`config.mk`:
```
export PLATFORM = sky130hd
export DESIGN_NAME = dds_tune_ctrl
export DESIGN_NICKNAME = d
export VERILOG_FILES = /design/src/rtl/dds_pkg.sv /design/src/rtl/dds_chan_table.sv /design/src/rtl/dds_tune_ctrl.sv
export SDC_FILE = /design/constraint.sdc
export NUM_CORES = 1
export LEC_CHECK = 0
export ABC_AREA = 1
export CELL_PAD_IN_SITES_DETAIL_PLACEMENT = 1
export CELL_PAD_IN_SITES_GLOBAL_PLACEMENT = 1
export CORE_ASPECT_RATIO = 1.2
export CORE_MARGIN = 5
export CORE_UTILIZATION = 25
export CTS_BUF_LIST = sky130_fd_sc_hd__clkbuf_4 sky130_fd_sc_hd__clkbuf_8
export DETAILED_ROUTE_END_ITERATION = 10
export GPL_TIMING_DRIVEN = 0
export PLACE_DENSITY = 0.62
export REMOVE_ABC_BUFFERS = 1
export SYNTH_ARGS = -nofsm -noshare
export SYNTH_HDL_FRONTEND = slang
export SYNTH_HIERARCHICAL = 1
export SYNTH_SLANG_ARGS = --single-unit
```
`constraint.sdc`:
```
create_clock -name clk_i -period 3.7 [get_ports clk_i]
set_input_delay 0.74 -clock clk_i [delete_from_list [all_inputs] [get_ports clk_i]]
set_output_delay 0.74 -clock clk_i [all_outputs]
set_load 0.05 [all_outputs]
```
`src/rtl/dds_pkg.sv`:
```
// rtl/dds_pkg.sv - shared widths, state encoding and tuning constants for the dds_ii tuning controller
package dds_pkg;

  localparam int PHASE_W = 25;

  // 7.074 MHz phase increment at a 62.5 MHz sample clock
  localparam logic [PHASE_W-1:0] PHASE_7074K = 25'd3797825;

  typedef enum logic [1:0] {
    IDLE   = 2'd0,
    LOAD   = 2'd1,
    SETTLE = 2'd2,
    DWELL  = 2'd3
  } state_t;

endpackage

```
`src/rtl/dds_chan_table.sv`:
```
// rtl/dds_chan_table.sv - per-channel phase increment table, one sync write port, one comb read port
module dds_chan_table #(
  parameter int PHASE_W = 25,
  parameter int NUM_CH  = 8,
  parameter int CH_W    = $clog2(NUM_CH)
) (
  input  logic               clk,
  input  logic               rst,
  input  logic               we,
  input  logic [CH_W-1:0]    waddr,
  input  logic [PHASE_W-1:0] wdata,
  input  logic [CH_W-1:0]    raddr,
  output logic [PHASE_W-1:0] rdata
);

  logic [PHASE_W-1:0] mem [NUM_CH];

  always_ff @(posedge clk) begin
    if (rst) begin
      for (int i = 0; i < NUM_CH; i++) begin
        mem[i] <= '0;
      end
    end else if (we) begin
      mem[waddr] <= wdata;
    end
  end

  // Combinational read sees the pre-write contents, so a same-cycle load gets the old entry
  assign rdata = mem[raddr];

endmodule

```
`src/rtl/dds_tune_ctrl.sv`:
```
// rtl/dds_tune_ctrl.sv - single-tune / channel-scan controller driving dds_ii phase_i and reporting lock
module dds_tune_ctrl #(
  parameter int  PHASE_W    = dds_pkg::PHASE_W,
  parameter int  NUM_CH     = 8,
  parameter int  DWELL_W    = 24,
  parameter int  SETTLE_CYC = 16,
  localparam int CH_W       = $clog2(NUM_CH)
) (
  input  logic               clk_i,
  input  logic               rst_i,
  input  logic               cfg_we_i,
  input  logic [CH_W-1:0]    cfg_addr_i,
  input  logic [PHASE_W-1:0] cfg_data_i,
  input  logic               cmd_valid_i,
  output logic               cmd_ready_o,
  input  logic [CH_W-1:0]    cmd_ch_i,
  input  logic               cmd_scan_i,
  input  logic [CH_W-1:0]    cmd_last_i,
  input  logic [DWELL_W-1:0] cmd_dwell_i,
  input  logic               stop_i,
  input  logic               dds_valid_i,
  output logic [PHASE_W-1:0] phase_o,
  output logic               phase_valid_o,
  output logic               locked_o,
  output logic               busy_o,
  output logic [CH_W-1:0]    cur_ch_o
);

  import dds_pkg::*;

  localparam int                 SET_W      = $clog2(SETTLE_CYC + 1);
  localparam logic [SET_W-1:0]   SETTLE_MAX = SET_W'(SETTLE_CYC);
  localparam logic [DWELL_W-1:0] DWELL_ONE  = DWELL_W'(1);
  localparam logic [CH_W-1:0]    CH_ONE     = CH_W'(1);

  state_t state_q, state_d;

  logic [CH_W-1:0]    start_q, last_q, cur_q;
  logic               scan_q;
  logic [DWELL_W-1:0] dwell_q, dwell_cnt_q;
  logic [SET_W-1:0]   settle_cnt_q;
  logic [PHASE_W-1:0] phase_q;
  logic               pv_q, locked_q, busy_q;

  logic [CH_W-1:0]    next_ch, rd_addr;
  logic [PHASE_W-1:0] rd_data;
  logic               accept, do_stop, dwell_exp;
  logic               do_load, do_lock;

  assign cmd_ready_o = (state_q == IDLE) & ~stop_i;
  assign accept      = cmd_valid_i & cmd_ready_o;
  assign do_stop     = stop_i & (state_q != IDLE);
  assign next_ch     = (cur_q == last_q) ? start_q : cur_q + CH_ONE;
  assign dwell_exp   = (dwell_cnt_q <= DWELL_ONE);
  assign rd_addr     = (state_q == IDLE) ? cmd_ch_i : next_ch;

  dds_chan_table #(
    .PHASE_W (PHASE_W),
    .NUM_CH  (NUM_CH),
    .CH_W    (CH_W)
  ) u_table (
    .clk   (clk_i),
    .rst   (rst_i),
    .we    (cfg_we_i),
    .waddr (cfg_addr_i),
    .wdata (cfg_data_i),
    .raddr (rd_addr),
    .rdata (rd_data)
  );

  always_ff @(posedge clk_i) begin
    if (rst_i) begin
      state_q <= IDLE;
    end else begin
      state_q <= state_d;
    end
  end

  always_comb begin
    state_d = state_q;
    do_load = 1'b0;
    do_lock = 1'b0;
    case (state_q)
      IDLE: begin
        if (accept) begin
          do_load = 1'b1;
          state_d = LOAD;
        end
      end
      LOAD: state_d = SETTLE;
      SETTLE: begin
        if (settle_cnt_q == SETTLE_MAX) begin
          do_lock = 1'b1;
          state_d = scan_q ? DWELL : IDLE;
        end
      end
      DWELL: begin
        if (dwell_exp) begin
          do_load = 1'b1;
          state_d = LOAD;
        end
      end
      default: state_d = IDLE;
    endcase
    // Abort wins over any settle completion or dwell expiry in the same cycle
    if (do_stop) begin
      state_d = IDLE;
      do_load = 1'b0;
      do_lock = 1'b0;
    end
  end

  always_ff @(posedge clk_i) begin
    if (rst_i) begin
      start_q      <= '0;
      last_q       <= '0;
      scan_q       <= 1'b0;
      dwell_q      <= '0;
      dwell_cnt_q  <= '0;
      settle_cnt_q <= '0;
      phase_q      <= '0;
      pv_q         <= 1'b0;
      locked_q     <= 1'b0;
      busy_q       <= 1'b0;
      cur_q        <= '0;
    end else begin
      pv_q   <= do_load;
      busy_q <= (state_d != IDLE);

      if (accept) begin
        start_q <= cmd_ch_i;
        last_q  <= cmd_last_i;
        scan_q  <= cmd_scan_i;
        dwell_q <= (cmd_dwell_i == '0) ? DWELL_ONE : cmd_dwell_i;
      end

      if (do_load) begin
        phase_q  <= rd_data;
        cur_q    <= rd_addr;
        locked_q <= 1'b0;
      end

      if (state_q == LOAD) begin
        settle_cnt_q <= '0;
      end else if (state_q == SETTLE) begin
        if (!dds_valid_i) begin
          settle_cnt_q <= '0;
        end else if (settle_cnt_q != SETTLE_MAX) begin
          settle_cnt_q <= settle_cnt_q + 1'b1;
        end
      end

      // The lock cycle itself is the first cycle of the dwell period
      if (do_lock) begin
        locked_q    <= 1'b1;
        dwell_cnt_q <= dwell_q - DWELL_ONE;
      end else if (state_q == DWELL && !dwell_exp) begin
        dwell_cnt_q <= dwell_cnt_q - DWELL_ONE;
      end

      if (do_stop) begin
        locked_q <= 1'b0;
      end
    end
  end

  assign phase_o       = phase_q;
  assign phase_valid_o = pv_q;
  assign locked_o      = locked_q;
  assign busy_o        = busy_q;
  assign cur_ch_o      = cur_q;

endmodule

```
==> results.py, run 1 <==
metrics = {
    "timing": {
        "fin_crit_sh": 0.910,
        "finalSetupViolations": 0,
        "post-route-min-period_ns": 3.37,
        "finalSetupTns_ns": 0,
        "slew_violations": 0,
        "fmax_ghz": 0.297,
        "slew_headroom": 0.125,
        "rsz0062_at_grt": "no",
        "whs_ns": 0.472,
        "hold_violations": 0,
        "tightest_slew_ns": 1.31,
        "fin_worst_skew_ns": 0.0209,
    },
    "worst_setup_path": {
        "critical_path_class": "flip-flop to output port",
        "critical-path-slowest-cell": "clkdlybuf4s50_1",
        "crit_path_max_fanout": 10,
        "end_kind": "output port",
        "cp-start-kind": "flip-flop",
        "crit_chain": "inv_1 -> ha_2 -> inv_2 -> nor2_1 -> clkdlybuf4s50_1",
        "max_stage_delay_ns": 0.85,
        "cp.arrival_ns": 2.63,
        "worstPathRequired_ns": 2.96,
    },
    "floorplanning": {
        "die-area_mm2": 0.0657,
        "die_w_um": 235,
        "die_y_um": 280,
        "core_mm2": 0.0604,
        "fp-row-count": 99,
        "start_util": 0.251,
        "io_pins": 97,
    },
    "clock_network": {
        "cts_tree": "built",
        "cts_root_buffer": "clkbuf_8",
        "cts_setup_buffers": 0,
        "insertion_delay_ns": 0.64,
        "cts_max_level": 2,
        "clockBufferDepth": 3,
        "clock-sinks": 293,
        "cts.clk_slew.worst_paths_ns": 0.06,
        "cts_buffers": 52,
        "ctsHoldBuffers": 0,
    },
    "logic_synthesis": {
        "synth_top_area_share": 0.396,
        "ys_async_sr_fraction": 0,
        "yosysUniqueCellTypes": 37,
        "yosysSeqAreaShare": 0.519,
        "netlist_area_mm2": 0.0152,
        "synth_edf_count": 200,
        "syn_inst": 1983,
        "ys_top_cells_by_area": "edfxtp_1 (40%), nand2_1 (13%), dfxtp_1 (12%), nor2_1 (8.5%), inv_1 (8.3%)",
        "synth.avg_cell_area_um2": 7.65,
        "ys_warn_count": 6,
        "yosysTopAreaCell": "edfxtp_1",
        "synth.ff_latch_count": 293,
        "synth_top_flop_cell": "edfxtp_1",
    },
    "grt": {
        "grt_pass1_vias": 13700,
        "grt_max_degree": 79,
        "antenna_found_initial": 0,
        "overflow": 0,
        "grt_use_total": 0.144,
        "grt_pass1_wl_um": 75400,
    },
    "cells_and_area": {
        "final_common_cell": "nand2_1",
        "syn_to_final_growth_pct": 18.7,
        "fillers": 7412,
        "final_util": 0.298,
        "stdcell_count": 2908,
        "mostFrequentLayoutCells": "nand2_1 (533), nor2_1 (343), inv_1 (336)",
        "nets": 2131,
        "antennaDiodeCount": 0,
        "layout-drive-gt1-share": 0.0814,
    },
    "power_and_ir_drop": {
        "finalPower_mw": 11.8,
        "power_density_mw_per_mm2": 655,
        "leakage_nw": 8.30,
        "ir_worst_vdd_uv": 381,
    },
    "drt": {
        "drt_iter0_markers": 518,
        "drc_errors": 0,
        "routed_via_density": 4.37,
        "dr.pass1.iters": 4,
        "wl_per_cell_um": 16.5,
        "vias": 12700,
        "routed_wl_um": 47900,
        "antenna_left": 0,
    },
    "placement": {
        "place_hpwl_um": 30600,
        "numPortBuffers": 96,
        "dp_cells": 2810,
        "gp_congestion": 0.798,
    },
    "worst_hold_path": {
        "hold_path_class": "flip-flop to flip-flop",
    },
    "job": {
        "drv_cap": 0,
    },
    "status": {
        "outcome": "completed",
    },
}
layout make-up:
class / instances / area [um^2] / share of cell area
clock buffers: 93 / 1110 / 0.0617
inverters: 347 / 1310 / 0.0729
flip-flops and latches: 293 / 7870 / 0.437
well taps: 808 / 1010 / 0.0561
multi-input cells: 1259 / 5550 / 0.308
repair buffers: 103 / 1120 / 0.0621
clock inverters: 5 / 37.5 / 0.00208
worst max-delay path: cells and delay by family (launching register included):
family        cells  cell delay [ns]
fa+ha+maj         1             0.39
buf+inv           3             1.07
flops             1             0.35
simple gates      1             0.17
what timing repair did:
item	4_1_cts	5_1_grt
gates resized for setup	3	6
endpoints found under the setup margin	200	38
hold endpoints to repair	0	0
sequential cells by signal (all words and copies together) (netlist names):
signal         cells
state_q            2
cur_ch_o           3
phase_valid_o      1
phase_o           25
dwell_cnt_q       24
locked_o           1
start_q            3
last_q             3
u_table/mem      200
busy_o             1
dwell_q           24
scan_q             1
settle_cnt_q       5
cell usage after synthesis (2+ instances only):
library cell and count:
nor4_1 3, buf_6 19, a21oi_1 54, dfxtp_1 93, o21ai_1 6, buf_1 2, xor2_1 7, nand2_2 12
o21ai_0 55, nor3_4 2, ha_1 10, nor2_2 21, nor3_1 8, nand3_1 151, nor2_4 3, nand3_2 2
xnor2_1 7, clkbuf_1 23, nand2_1 543, edfxtp_1 200, nor2_1 343, buf_2 38, nand3b_1 4, inv_1 337
nand4_1 14, inv_2 9, a211oi_1 7
metrics by stage:
stage	area, um^2	setup slack [ns]
6_report	18000	0.333
3_5_place_dp	16800	-1.20
4_1_cts	18000	0.0441
3_3_place_gp	16600	-14.98
5_1_grt	18000	0.139
2_1_floorplan	14700	-6.08
per-layer routing:
metal  routed length (um)  vias up  track usage
met5                    0        -            0
met1                20000     6150        0.165
met4                 1420        0       0.0452
met2                25000      190        0.274
li1                     -     6266            -
met3                 1480       93       0.0229
kinds of logic (layout without fill, tap and decap cells):
logic type / count (synthesis) / after routing / share of synthesized area
xor+xnor: 14 / 14 / 0.00808
fa+ha+maj: 10 / 10 / 0.00825
buf+inv: 431 / 548 / 0.120
simple gates: 1109 / 1109 / 0.302
compound gates: 126 / 126 / 0.0434
flops: 293 / 293 / 0.519
report_power, final:
part,internal [mW],leakage [nW],total [mW],switching [mW]
Sequential,3.84,2.67,4.03,0.194
Combinational,1.35,5.00,4.48,3.13
Clock,1.87,0.617,3.28,1.41
Total,7.06,8.30,11.8,4.73
worst paths after layout:
path / start / slack, ns / to / cells past startpoint
min reg2reg: locked_o / 0.47 / locked_o / 2
max reg2reg: cur_ch_o[0] / 0.47 / phase_o[13] / 15
max: state_q[1] / 0.33 / cmd_ready_o / 5
min: locked_o / 0.47 / locked_o / 2
Note: power is estimated with default switching activity, not from simulation.
==> run 2: changes to the inputs <==
- ABC_AREA: 1 -> default
- CAP_MARGIN: default -> 20
- CORE_UTILIZATION: 25 -> 54
- PLACE_DENSITY: 0.62 -> 0.95
==> results.py, run 2 <==
metrics = {
    "cells_and_area": {
        "nets": 1319,
        "syn_to_final_growth_pct": 19.0,
        "stdcell_count": 1611,
        "fillers": 2469,
        "mostFrequentLayoutCells": "nor3_1 (219), edfxtp_1 (200), nand2_1 (125)",
        "antennaDiodeCount": 0,
        "largest_reg_flops": 200,
        "register_area_mm2": 0.00787,
        "regMostFlops": "u_table/mem",
        "layout-drive-gt1-share": 0.126,
        "multi_input_area_mm2": 0.00560,
        "final_util": 0.651,
        "final_common_cell": "nor3_1",
        "stdcell_area_mm2": 0.0166,
    },
    "logic_synthesis": {
        "ys_async_sr_fraction": 0,
        "synth.ff_latch_count": 293,
        "yosysMostFrequentCell": "nor3_1",
        "synth.avg_cell_area_um2": 12.0,
        "synth_edf_count": 200,
        "syn_inst": 1163,
        "yosysTopAreaCell": "edfxtp_1",
        "ys_top_cells_by_area": "edfxtp_1 (43%), dfxtp_1 (13%), mux4_1 (9.4%), nor3_1 (7.9%), nand2_1 (3.4%)",
        "synth.top_cells.by_count": "nor3_1 (221), edfxtp_1 (200), nand2_1 (126), dfxtp_1 (93), clkbuf_1 (59)",
        "synth_top_area_share": 0.431,
        "yosysSeqAreaShare": 0.565,
        "yosysUniqueCellTypes": 61,
        "ys_warn_count": 6,
        "synth_top_flop_cell": "edfxtp_1",
        "netlist_area_mm2": 0.0139,
    },
    "grt": {
        "grt_pass1_vias": 11400,
        "grt_use_total": 0.309,
        "antenna_found_initial": 0,
        "grt_max_degree": 71,
        "grt_pass1_wl_um": 68900,
        "overflow": 0,
    },
    "drt": {
        "vias": 10800,
        "wl_per_cell_um": 28.1,
        "dr.pass1.iters": 5,
        "drc_errors": 0,
        "drt_iter0_markers": 1019,
        "routed_via_density": 6.73,
        "antenna_left": 0,
        "routed_wl_um": 45300,
    },
    "timing": {
        "fin_worst_skew_ns": 0.0293,
        "whs_ns": 0.464,
        "slew_violations": 0,
        "fmax_ghz": 0.304,
        "hold_violations": 0,
        "finalSetupTns_ns": 0,
        "slew_headroom": 0.267,
        "fin_crit_sh": 0.888,
        "rsz0062_at_grt": "no",
        "tightest_slew_ns": 1.09,
        "post-route-min-period_ns": 3.29,
        "finalSetupViolations": 0,
    },
    "clock_network": {
        "insertion_delay_ns": 0.59,
        "clock-sinks": 293,
        "clockBufferDepth": 3,
        "cts_max_level": 2,
        "cts_buffers": 47,
        "cts_tree": "built",
        "cts_root_buffer": "clkbuf_8",
        "cts.clk_slew.worst_paths_ns": 0.06,
    },
    "power_and_ir_drop": {
        "p_int_mw": 6.93,
        "clkPwrFrac": 0.264,
        "power_density_mw_per_mm2": 642,
        "leakage_nw": 5.59,
        "seqPwrFrac": 0.375,
        "comb_power_share": 0.362,
        "ir_worst_vdd_uv": 461,
        "swShare": 0.349,
        "switching_power_mw": 3.72,
    },
    "worst_setup_path": {
        "crit_chain": "or4_1 -> nor4_2 -> nand4_1 -> o32ai_4 -> buf_8 -> mux2i_1",
        "end_kind": "flip-flop",
        "cp_num_buf_inv": 1,
        "critical_path_class": "flip-flop to flip-flop",
        "cp-start-kind": "flip-flop",
        "crit_path_max_fanout": 13,
        "critical-path-slowest-cell": "o32ai_4",
        "worstPathRequired_ns": 4.19,
        "reg2regPathDepth": 6,
        "cp.arrival_ns": 3.77,
        "crit_cells": 6,
        "max_stage_delay_ns": 0.71,
        "crit_family": "simple AND/OR/NAND/NOR gates",
    },
    "worst_hold_path": {
        "hold_path_class": "flip-flop to flip-flop",
        "whs_path_depth": 2,
    },
    "status": {
        "outcome": "completed",
    },
    "floorplanning": {
        "io_pins": 97,
        "die-area_mm2": 0.0291,
        "core_mm2": 0.0255,
        "fp-row-count": 64,
        "die_y_um": 186,
        "start_util": 0.547,
        "die_w_um": 157,
    },
    "placement": {
        "post_dp_cell_area_mm2": 0.0156,
        "dp_cells": 1521,
        "place_hpwl_um": 27400,
        "gp_congestion": 0.827,
        "numPortBuffers": 96,
    },
    "job": {
        "drv_cap": 0,
    },
}
run 2: changes by cell type after synthesis, sizes merged, moves of 23 or more:
| cell | delta |
|---|---|
| clkbuf | +35 |
| nor3 | +211 |
| mux2 | +26 |
| nand2 | -430 |
| nand3 | -147 |
| inv | -331 |
| mux2i | +28 |
| nor2 | -340 |
| mux4 | +50 |
| clkinv | +24 |
| buf | -23 |
| o21ai | -47 |
run 2: stage by stage:
| stage | power [mW] | setup slack (ns) |
|---|---|---|
| global route | 11.0 | 0.252 |
| CTS | 10.6 | 0.0756 |
| detailed placement | 7.75 | -0.0356 |
| global placement | 6.98 | -5.90 |
| floorplan | 6.45 | -1.78 |
| finish | 10.6 | 0.414 |
run 2: timing repair:
item / in CTS / in global routing
hold endpoints to repair: 0 / 0
setup endpoints to repair: 2 / 8
hold buffers: 0 / 0
setup buffers: 1 / 0
resized for setup: 0 / 2
pin swaps: 1 / 0
run 2: final timing paths:
check | from | endpoint | slack (ns)
worst max-delay path | dwell_cnt_q[11] | phase_o[15] | 0.41
worst min-delay path | phase_o[5] | phase_o[5] | 0.46
worst max register to register | dwell_cnt_q[11] | phase_o[15] | 0.41
worst min register to register | phase_o[5] | phase_o[5] | 0.46
run 2: tightest hold or removal path, cell delays in order, from the launching register on:
cell and delay, ns:
dfxtp_1 0.31, nand2_1 0.05, mux2i_1 0.05
run 2: logic make-up (layout without fill, tap and decap cells):
group | after synthesis | count (layout) | synth area share
adder cells (fa/ha/maj) | 10 | 10 | 0.00898
AO/OA/AOI/OAI | 122 | 122 | 0.0602
AND/OR/NAND/NOR | 471 | 471 | 0.168
buffers and inverters | 136 | 254 | 0.0460
multiplexers | 104 | 104 | 0.135
flip-flops | 293 | 293 | 0.565
XOR/XNOR | 27 | 27 | 0.0170
run 2: routing by layer:
layer | vias up | wire [um] | track usage
met3 | 165 | 3430 | 0.0535
met4 | 0 | 2170 | 0.135
met5 | - | 0 | 0
li1 | 4643 | - | -
met1 | 5380 | 16200 | 0.364
met2 | 657 | 23500 | 0.554
run 2: cell type report:
type / instances / area share
clock buffer: 64 / 0.0490
clock inverter: 22 / 0.00671
inverter: 40 / 0.00905
multi-input combinational: 734 / 0.337
sequential: 293 / 0.474
tap: 330 / 0.0249
timing repair buffer: 128 / 0.0986
run 2: power by group through the flow:
stage	Sequential (mW)	Clock, mW	Combinational (mW)
after CTS	3.98	2.84	3.81
after global routing	4.01	3.01	4.02
after detailed placement	4.04	0	3.71
after global placement	3.99	0	2.99
after floorplan	4.33	0	2.12
final	3.99	2.81	3.85
==> run 3: changes to the inputs <==
- CORE_ASPECT_RATIO: 1.2 -> default
- HOLD_SLACK_MARGIN: default -> 0.15
==> results.py, run 3 (synthesis results as in run 2) <==
metrics = {
    "worst_setup_path": {
        "worst_r2r_endpoint": "phase_o[8]",
        "cp-start-kind": "flip-flop",
        "crit_path_max_fanout": 26,
        "cp-startpoint": "state_q[0]",
        "critical_path_class": "flip-flop to flip-flop",
        "reg2regPathDepth": 10,
        "cp.arrival_ns": 4.04,
        "end_kind": "flip-flop",
        "crit_chain": "inv_1 -> ha_1 -> inv_1 -> nor2_1 -> nor2_4 -> buf_12 -> mux4_1 -> mux2_2 -> nand2_1 -> mux2i_1",
        "path_common_cell": "inv_1",
        "reg2reg_slack_ns": 0.13,
        "critical-path-slowest-cell": "mux4_1",
        "r2r-start": "state_q[0]",
        "max_stage_delay_ns": 0.63,
        "worstPathRequired_ns": 4.17,
    },
    "drt": {
        "vias": 10900,
        "wl_per_cell_um": 29.4,
        "dr.pass1.iters": 5,
        "routed_wl_um": 47500,
        "drt_iter0_markers": 941,
        "drc_errors": 0,
        "routed_via_density": 6.74,
        "antenna_left": 0,
    },
    "grt": {
        "grt_pass1_vias": 11700,
        "grt_pass1_wl_um": 71500,
        "grt_max_degree": 54,
        "antenna_found_initial": 1,
        "grt_use_total": 0.325,
        "overflow": 0,
    },
    "clock_network": {
        "cts.clk_slew.worst_paths_ns": 0.06,
        "cts_tree": "built",
        "insertion_delay_ns": 0.60,
        "cts_buffers": 49,
        "clockBufferDepth": 3,
        "clock-sinks": 293,
        "cts_root_buffer": "clkbuf_8",
        "cts_max_level": 2,
    },
    "timing": {
        "hold_violations": 0,
        "slew_violations": 0,
        "finalSetupViolations": 0,
        "rsz0062_at_grt": "no",
        "fmax_ghz": 0.280,
        "slew_headroom": 0.294,
        "tightest_slew_ns": 1.06,
        "fin_ws_ns": 0.130,
        "finalSetupTns_ns": 0,
        "whs_ns": 0.474,
        "post-route-min-period_ns": 3.57,
        "fin_worst_skew_ns": 0.0398,
        "fin_crit_sh": 0.965,
    },
    "cells_and_area": {
        "final_common_cell": "nor3_1",
        "regMostFlops": "u_table/mem",
        "antennaDiodeCount": 0,
        "stdcell_area_mm2": 0.0166,
        "largest_reg_flops": 200,
        "syn_to_final_growth_pct": 19.3,
        "nets": 1322,
        "stdcell_count": 1618,
        "final_util": 0.656,
        "mostFrequentLayoutCells": "nor3_1 (219), edfxtp_1 (200), nand2_1 (125)",
        "layout-drive-gt1-share": 0.131,
    },
    "power_and_ir_drop": {
        "seqPwrFrac": 0.366,
        "swShare": 0.355,
        "switching_power_mw": 3.88,
        "comb_power_share": 0.359,
        "leakage_nw": 5.62,
        "ir_worst_vdd_uv": 424,
        "clkPwrFrac": 0.274,
        "power_density_mw_per_mm2": 657,
        "finalPower_mw": 10.9,
        "p_int_mw": 7.05,
    },
    "worst_hold_path": {
        "whs_path_depth": 2,
        "min_to": "start_q[2]",
        "hold_path_class": "flip-flop to flip-flop",
        "hold_start": "start_q[2]",
    },
    "floorplanning": {
        "io_pins": 97,
        "die_y_um": 171,
        "fp-row-count": 58,
        "core_mm2": 0.0253,
        "die_w_um": 171,
        "start_util": 0.550,
        "die-area_mm2": 0.0291,
    },
    "placement": {
        "place_ws_ns": -0.0345,
        "numPortBuffers": 96,
        "gp_congestion": 0.823,
        "dp_cells": 1522,
        "place_hpwl_um": 27400,
        "post_dp_cell_area_mm2": 0.0156,
    },
    "job": {
        "drv_cap": 0,
    },
    "status": {
        "outcome": "completed",
    },
}
-- run 3: how the worst max path moves through the flow --
stage / to / slack, ns / cells after the start
after floorplan: phase_o[0] / -1.78 / 7
after global placement: u_table/mem[3][13] / -5.94 / 3
after detailed placement: phase_o[8] / -0.03 / 8
after CTS: cmd_ready_o / 0.16 / 5
after global routing: phase_o[4] / 0.08 / 9
final: phase_o[8] / 0.13 / 10
-- run 3: critical path: cells and delay by family (launching register included) --
kind                       cells  cell delay, ns
muxes                          3            1.07
buffers and inverters          3            0.75
DFF                            1            0.41
and+or+nand+nor                3            0.84
adders and majority gates      1            0.37
-- run 3: cell type report --
type / instances / area, um^2
flip-flops and latches: 293 / 7870
well taps: 330 / 413
clock buffers: 68 / 842
multi-input cells: 735 / 5600
fillers: 2430 / 8700
repair buffers: 128 / 1620
inverters: 40 / 150
clock inverters: 24 / 140
-- run 3: routing by layer --
layer / part of all wire / GRT usage
met1: 0.36 / 0.376
met2: 0.51 / 0.572
met3: 0.073 / 0.0633
met4: 0.056 / 0.174
met5: 0.00023 / 0
-- run 3: power groups by stage --
stage	Clock, mW	Sequential [mW]	Combinational, mW
CTS	3.02	4.00	3.88
finish	3.00	4.00	3.93
floorplan	0	4.33	2.12
global route	3.21	4.02	4.07
global placement	0	3.99	3.02
detailed placement	0	4.04	3.70
-- run 3: timing repair --
item,in CTS,in global routing
pin swaps,2,0
endpoints found under the setup margin,9,1
hold buffers,0,0
resized for setup,0,1
cloned,1,0
setup buffers,1,0
